**config.mk**
```make
export PLATFORM = sky130hd
export DESIGN_NAME = fft_frame_streamer
export DESIGN_NICKNAME = d
export VERILOG_FILES = /design/src/rtl/fft_frame_streamer.sv
export SDC_FILE = /design/constraint.sdc
export NUM_CORES = 1
export LEC_CHECK = 0
export BUFFER_PORTS_ARGS = -buffer_cell sky130_fd_sc_hd__buf_2
export CAP_MARGIN = 10
export CELL_PAD_IN_SITES_DETAIL_PLACEMENT = 1
export CELL_PAD_IN_SITES_GLOBAL_PLACEMENT = 1
export CORE_AREA = 3 3 715 717
export CTS_BUF_LIST = sky130_fd_sc_hd__clkbuf_16
export CTS_CLUSTER_DIAMETER = 80
export DETAILED_ROUTE_END_ITERATION = 12
export DIE_AREA = 0 0 718 720
export PLACE_DENSITY_LB_ADDON = 0.1
export RECOVER_POWER = 50
export SLEW_MARGIN = 20
export SYNTH_ARGS = -nofsm -noshare
export SYNTH_HDL_FRONTEND = slang
export SYNTH_SLANG_ARGS = --single-unit
```
**constraint.sdc**
```tcl
create_clock -name clk_i -period 55.4 [get_ports clk_i]
set_clock_uncertainty 0.15 [all_clocks]
set_input_delay 5.54 -clock clk_i [delete_from_list [all_inputs] [get_ports clk_i]]
set_output_delay 5.54 -clock clk_i [all_outputs]
set_load 0.01 [all_outputs]
```
**src/rtl/fft_frame_streamer.sv**
```systemverilog
// ---------------------------------------------------------------------------
// fft_frame_streamer
//
// Captures one complete result frame from one of three FFT engines
// (MIN_N, 2*MIN_N or 4*MIN_N points) into a register buffer and streams it
// out one complex bin per cycle over a valid/ready interface. With BITREV=1
// the engines deliver bins in bit-reversed order and the block emits them
// in natural order.
//
// Ports:
//   clk_i         clock
//   rst_i         synchronous active-high reset
//   src0_data_i   MIN_N-point frame,   bin k at [k*2*DATA_W +: 2*DATA_W]
//   src0_valid_i  src0 frame valid
//   src1_data_i   2*MIN_N-point frame
//   src1_valid_i  src1 frame valid
//   src2_data_i   4*MIN_N-point frame
//   src2_valid_i  src2 frame valid
//   src_ready_o   a frame can be accepted this cycle
//   out_data_o    {real, imag} of the current bin
//   out_index_o   natural bin index k
//   out_size_o    size code: 0 = MIN_N, 1 = 2*MIN_N, 2 = 4*MIN_N
//   out_valid_o   bin valid
//   out_last_o    current bin is k = N-1
//   out_ready_i   downstream accepts the bin
//   drop_o        sticky: a presented frame was discarded
// ---------------------------------------------------------------------------
module fft_frame_streamer #(
    parameter int DATA_W = 16,
    parameter int MIN_N  = 8,
    parameter int BITREV = 0
) (
    input  logic                          clk_i,
    input  logic                          rst_i,
    input  logic [MIN_N*2*DATA_W-1:0]     src0_data_i,
    input  logic                          src0_valid_i,
    input  logic [2*MIN_N*2*DATA_W-1:0]   src1_data_i,
    input  logic                          src1_valid_i,
    input  logic [4*MIN_N*2*DATA_W-1:0]   src2_data_i,
    input  logic                          src2_valid_i,
    output logic                          src_ready_o,
    output logic [2*DATA_W-1:0]           out_data_o,
    output logic [$clog2(4*MIN_N)-1:0]    out_index_o,
    output logic [1:0]                    out_size_o,
    output logic                          out_valid_o,
    output logic                          out_last_o,
    input  logic                          out_ready_i,
    output logic                          drop_o
);

    localparam int MAX_N = 4 * MIN_N;
    localparam int IDX_W = $clog2(MAX_N);
    localparam int BIN_W = 2 * DATA_W;

    typedef enum logic {
        IDLE,
        STREAM
    } state_t;

    state_t           state_reg, state_next;
    logic [IDX_W-1:0] cnt_reg, cnt_next;
    logic [1:0]       size_reg, size_next;
    logic             drop_reg, drop_next;
    logic             capture;

    logic [BIN_W-1:0] buf_reg [MAX_N];
    logic [BIN_W-1:0] cap_val [MAX_N];

    logic             any_valid;
    logic             multi_valid;
    logic [1:0]       sel_size;
    logic [IDX_W-1:0] last_idx;
    logic [IDX_W-1:0] cnt_rev;
    logic [IDX_W-1:0] rd_addr;

    assign any_valid   = src0_valid_i | src1_valid_i | src2_valid_i;
    assign multi_valid = (src0_valid_i & src1_valid_i) |
                         (src0_valid_i & src2_valid_i) |
                         (src1_valid_i & src2_valid_i);
    assign sel_size    = src0_valid_i ? 2'd0 : (src1_valid_i ? 2'd1 : 2'd2);

    always_comb begin
        case (size_reg)
            2'd0:    last_idx = IDX_W'(MIN_N - 1);
            2'd1:    last_idx = IDX_W'(2 * MIN_N - 1);
            default: last_idx = IDX_W'(MAX_N - 1);
        endcase
    end

    // Per-entry capture value: the winning source's bin, or zero for entries
    // beyond that source's frame length.
    generate
        for (genvar gi = 0; gi < MAX_N; gi++) begin : g_cap
            logic [BIN_W-1:0] bin0, bin1, bin2;
            if (gi < MIN_N) begin : g_s0
                assign bin0 = src0_data_i[gi*BIN_W +: BIN_W];
            end else begin : g_s0z
                assign bin0 = '0;
            end
            if (gi < 2 * MIN_N) begin : g_s1
                assign bin1 = src1_data_i[gi*BIN_W +: BIN_W];
            end else begin : g_s1z
                assign bin1 = '0;
            end
            assign bin2 = src2_data_i[gi*BIN_W +: BIN_W];
            assign cap_val[gi] = src0_valid_i ? bin0 : (src1_valid_i ? bin1 : bin2);
        end
    endgenerate

    // Buffer contents are meaningless until a capture, so no reset.
    always_ff @(posedge clk_i) begin
        if (capture) begin
            for (int i = 0; i < MAX_N; i++) begin
                buf_reg[i] <= cap_val[i];
            end
        end
    end

    // Reversing the full counter width then shifting right by
    // (log2(MAX_N) - log2(N)) = (2 - size) gives the reversal over log2(N)
    // bits, since counter bits above log2(N) are always zero.
    generate
        for (genvar gi = 0; gi < IDX_W; gi++) begin : g_rev
            assign cnt_rev[gi] = cnt_reg[IDX_W-1-gi];
        end
        if (BITREV != 0) begin : g_rd_rev
            logic [1:0] shift_amt;
            assign shift_amt = 2'd2 - size_reg;
            assign rd_addr   = cnt_rev >> shift_amt;
        end else begin : g_rd_nat
            assign rd_addr = cnt_reg;
        end
    endgenerate

    always_ff @(posedge clk_i) begin
        if (rst_i) begin
            state_reg <= IDLE;
            cnt_reg   <= '0;
            size_reg  <= 2'd0;
            drop_reg  <= 1'b0;
        end else begin
            state_reg <= state_next;
            cnt_reg   <= cnt_next;
            size_reg  <= size_next;
            drop_reg  <= drop_next;
        end
    end

    always_comb begin
        state_next  = state_reg;
        cnt_next    = cnt_reg;
        size_next   = size_reg;
        drop_next   = drop_reg;
        capture     = 1'b0;
        src_ready_o = 1'b0;
        out_valid_o = 1'b0;
        out_last_o  = 1'b0;
        case (state_reg)
            IDLE: begin
                src_ready_o = 1'b1;
                if (any_valid) begin
                    capture    = 1'b1;
                    size_next  = sel_size;
                    cnt_next   = '0;
                    state_next = STREAM;
                    if (multi_valid) begin
                        drop_next = 1'b1;
                    end
                end
            end
            STREAM: begin
                out_valid_o = 1'b1;
                out_last_o  = (cnt_reg == last_idx);
                if (any_valid) begin
                    drop_next = 1'b1;
                end
                if (out_ready_i) begin
                    if (cnt_reg == last_idx) begin
                        // Counter returns to zero so the index reads 0 when idle.
                        cnt_next   = '0;
                        state_next = IDLE;
                    end else begin
                        cnt_next = cnt_reg + 1'b1;
                    end
                end
            end
            default: state_next = IDLE;
        endcase
    end

    assign out_data_o  = (state_reg == STREAM) ? buf_reg[rd_addr] : '0;
    assign out_index_o = cnt_reg;
    assign out_size_o  = size_reg;
    assign drop_o      = drop_reg;

endmodule
```
After elaboration in Yosys (flattened, before gate mapping)
Memories as Yosys holds them, arrays and structs flattened. A register that Yosys moved wholly into a read port is not among the register bits.
Index checks and enable logic that the tools add are counted.
{"block": "totals", "register_bits": 9, "mem_bits_rw": 1024, "in_bits": 1798, "mem_count": 1}
{"name": "buf_reg", "depth": 32, "width": 32, "read_ports": 1, "rd_clocked_by_memory_dff": 1, "write_ports": 32, "line_no": "66", "rtl": "logic [BIN_W-1:0] buf_reg [MAX_N];"}
{"block": "classes", "n_addsub": 1, "eq_ne": 6, "muxes": 88, "bitwise_logic": 8, "reduce_logical": 4}
{"cell": "$mux 32", "count": 65}
{"cell": "$mux 5", "count": 5}
{"cell": "$pmux 5 s2", "count": 2}
{"cell": "$mux 1", "count": 12}
{"cell": "$ne 2x2->1 const B", "count": 3}
{"cell": "$add 5x1->5 const B", "count": 1}
{"cell": "$eq 5x5->1", "count": 1}
{"cell": "$mux 2", "count": 2}
{"cell": "$or 1x1->1", "count": 4}
{"cell": "$pmux 1 s2", "count": 2}
{"cell": "$reduce_and 2->1", "count": 2}
{"cell": "$and 1x1->1", "count": 3}
{"cell": "$reduce_and 3->1", "count": 1}
{"cell": "$eq 2x1->1 const B", "count": 1}
{"cell": "$logic_not 2->1", "count": 1}
{"cell": "$ne 2x1->1 const B", "count": 1}
{"cell": "$not 1->1", "count": 1}

Depth between registers and ports, before layout
{"block": "depth", "word_depth": 8, "mapped_depth": 8, "mapped_depth_nobuf": 4}

Worst setup path before layout
OpenSTA, ideal clock, no wires.
{"block": "synth_timing", "path_type": "input to register", "from": "in src0_valid_i", "to": "mem buf_reg[0][0] (netlist name) (enable)", "setup_time_ns": 2.479, "arrival_ns": 49.121, "t_required_ns": 52.771, "path_slack_ns": 3.650, "cell_stages": 6, "n_path_buf": 3, "cell_sequence": "buf_2 buf_2 buf_2 or2_2 nor2_1 nor2_1"}
{"item": "start, declared", "line_no": "36", "rtl": "input logic src0_valid_i,"}
{"item": "end, declared", "line_no": "66"}

==> summary.md <==
| Metric | Value |
|---|---|
| Part of the power in combinational logic | `12.8%` |
| Largest net degree at the start of global routing | `185` |
| Crit Reg-Reg Startpoint | `state_reg` |
| Drt wl/cell | `about 32 um` |
| Placed wire-length estimate | `329 mm` |
| Worst-case clock buffer depth | `4` |
| Synth async-reset ratio | `0%` |
| Max VDD drop | `0.0000210 V` |
| Slew headroom | `-516%` |
| Number of standard cells after synthesis | `3,709` |
| Flop pwr share | `42.1%` |
| Die extent in x | `slightly above 700 um` |
| Fin crit period | `17.35 ns` |
| Clock sinks | `a little over 1,000` |
| Total wire length | `397 mm` |
| Final-stage net count | `between 7,000 and 8,000` |
| Average size of a mapped cell | `roughly 14 um2` |
| Area share of and/or/nand/nor cells after synthesis | `between 10% and 20%` |
| Max Cap Viol | `18` |
| Worst R2R Setup Slack | `44.70 ns` |
| Leading cell types in the layout, fill and taps excluded | `buf_2, edfxtp_1, mux2i_1, and2_0, nand2_1` |
| P per Cell Area | `between 30 and 40 nW/um2` |
| Crit. Startpoint | `src0_valid_i` |
| Cell depth of the worst setup path | `6` |
| Clock latency on the worst-skew pair | `0.83 ns` |
| Critical path's slowest cell | `clkbuf_1` |
| Non-filler instance count after layout | `12,483` |
| Max Slew Vio Count | `1,480` |
| Fraction of layout instances using a drive strength above 1 | `43.7%` |
| Yosys warning count | `0` |
| Violated checks | `capacitance limit, slew limit` |
| Top cell type by total area after synthesis | `edfxtp_1` |
| Number of buffers added to fix hold violations after cts | `0` |
| Element type at the critical path start | `input pin` |
| Wire length of the first global-routing pass | `496 mm` |
| DR iter-0 viols | `2,261` |
| Area growth from synthesis to layout | `43.8%` |
| DR pass1 iterations | `6` |
| Number of synthesized register bits | `1,038` |
| Post-Route Setup TNS | `0 ns` |
| Slowest Stage Delay on Critical Path | `5.70 ns` |
| Unrepaired setup endpoints after global routing | `no` |
| IO Count | `1,841` |
| Switching part of the total | `27.2%` |
| Count of H-tree levels built during CTS | `4` |
| Fraction of post-synthesis cell area in the top cell type by area | `about three fifths` |
| Worst path required time | `between 50 and 60 ns` |
| Net switching power | `just over 600 uW` |
| Static power due to leakage | `28.2 nW` |
| Number of global-route vias before repair | `44,575` |
| Run status | `finished, violations left` |
| Die outline area | `roughly 520,000 um2` |
| Clock tree from TritonCTS | `done` |
| Core Footprint | `505,000 um2` |
| Dominant cells by area after synthesis | `edfxtp_1, mux2i_1, mux4_2` |
| Remaining DRCs | `0` |
| Post-CTS setup-driven buffer insertion count | `0` |
| Post-Place Cells | `12,040` |
| Routability congestion estimate | `0.888` |
| Number of flip-flops in the largest register | `1,024` |
| Multiplexer fraction of the synthesized cell area | `22.3%` |
| Post-Syn Area | `51,800 um2` |
| Cell Int Power | `1.66 mW` |
| Actual transition at the worst max-transition pin | `9.23 ns` |
| Antenna violations before repair | `423` |
| Number of core rows | `261` |
| Number of hold violations in the final report | `0` |
| Share of the clock period used by the worst path | `31.3%` |
| Number of distinct library cell variants in the gate-level netlist after synthesis | `39` |
| Commonest non-fill, non-tap cell in the layout | `buf_2` |
| Combinational family with the most area after synthesis | `multiplexers` |
| Total clock buffers created by CTS | `170` |
| Initial core utilization | `10.3%` |
| CP max FO | `184` |
| Endpoint class of the critical path | `flip-flop` |
| Top cell family by delay on the critical path | `buffers and inverters` |
| Synth Flop Type | `edfxtp_1` |
| R2r endpoint | `buf_reg[21][21]` |
| Seq/Total Area, Yosys | `59.9%` |
| Via density per instance | `3.28` |
| Share of the synthesized area in compound gates (AO/OA/AOI/OAI) | `4.85%` |
| Endpoint of the worst setup timing path | `buf_reg[29][0]` |
| Number of buffers inserted by port buffering | `1,840` |
| Most common cell type on the critical path | `clkbuf_1` |
| Arrival time at the worst endpoint | `17.91 ns` |
| Worst Path Class, Setup | `input pin to flip-flop` |
| Overall overflow remaining after global route | `0` |
| Instance area at placement | `69,000 um2` |
| Fmax | `roughly 0.058 GHz` |
| Hold_ws | `slightly above 0.3 ns` |
| CTS Root Buffer Type | `clkbuf_16` |
| CTS resizes | `0` |
| Clock share of power | `45.1%` |
| GRT Total Usage | `14.8%` |
| Total via count after detailed routing | `40,895` |
| Post-synthesis adder-cell area fraction | `0.0241%` |
| Buffers and inverters on the worst path | `4` |
| Number of enable-type register cells in the synthesized netlist | `1,024` |
| Post-route ant nets | `0` |
| Worst min-delay path category | `flip-flop to flip-flop` |
| Crit-path cells | `clkbuf_1, nor2_1, clkbuf_1, clkbuf_1, buf_6, and2_1` |
| R2R cell count | `3` |
| Xor and xnor area share after synthesis | `0.0507%` |
| Final cell area excluding filler cells | `74,500 um2` |
| Synth Net Count | `5,508` |
| Total power after layout | `between 2 and 2.5 mW` |
| Post-CTS clock slew at the launch and capture registers of the worst setup and hold paths | `~0.05 ns` |
| Final-report setup violation count | `0` |
| Height of the die | `720 um` |
## metrics by stage
step,util (%),setup WS (ns)
floorplan,-,3.65
global placement,13.6,43.69
detailed placement,13.7,43.72
CTS,14.7,42.75
global route,14.7,35.85
finish,14.7,38.05
## synth_stat cells, drive strengths merged, types with 13 or more instances
cell type and instances:
mux4 224, mux2i 576, buf 107, edfxtp 1024
a22oi 32, nor2 265, dfxtp 14, mux2 64
nand2 283, o2111ai 13, o221ai 32, o21ai 279
a221oi 21, a31oi 33, and2 514, clkbuf 194
## power groups by stage
stage / registers (mW) / clock network [mW] / logic (mW)
global placement: 0.972 / 0 / 0.307
detailed placement: 0.971 / 0 / 0.308
floorplan: 1.04 / 0 / 0.118
finish: 0.958 / 1.03 / 0.290
CTS: 0.957 / 1.08 / 0.309
global route: 0.964 / 1.11 / 0.320
## worst min path at each step
stage / from / depth (start not counted) / end
floorplan: drop_o / 2 / drop_o
global placement: drop_o / 2 / drop_o
detailed placement: drop_o / 2 / drop_o
CTS: drop_o / 2 / drop_o
global route: drop_o / 2 / drop_o
finish: drop_o / 2 / drop_o
## tightest hold or removal path, stage by stage, from the launching register on
cell	delay, ns
dfxtp_1	0.30
inv_1	0.05
a21oi_1	0.05
## final cells by class
| type | instances | area [um2] |
|---|---|---|
| Fill cell | 57910 | 431000 |
| Sequential cell | 1038 | 31000 |
| Multi-Input combinational cell | 2364 | 19600 |
| Timing Repair Buffer | 1926 | 9830 |
| Tap cell | 6706 | 8390 |
| Clock buffer | 174 | 4350 |
| Clock inverter | 125 | 922 |
| Antenna cell | 144 | 360 |
| Inverter | 6 | 27.5 |
## cell families after synthesis
logic type / count (synthesis)
flops: 1038
fa+ha+maj: 1
xor+xnor: 3
compound gates: 423
mux: 864
buf+inv: 307
simple gates: 1073
## layer usage
metal,GRT usage (%),wire length (um),vias up
met5,0,1050,-
li1,-,-,17790
met2,27.0,205000,1844
met3,4.05,27200,825
met1,16.7,151000,20282
met4,4.08,13400,154
Note: power is estimated with default switching activity, not from simulation.
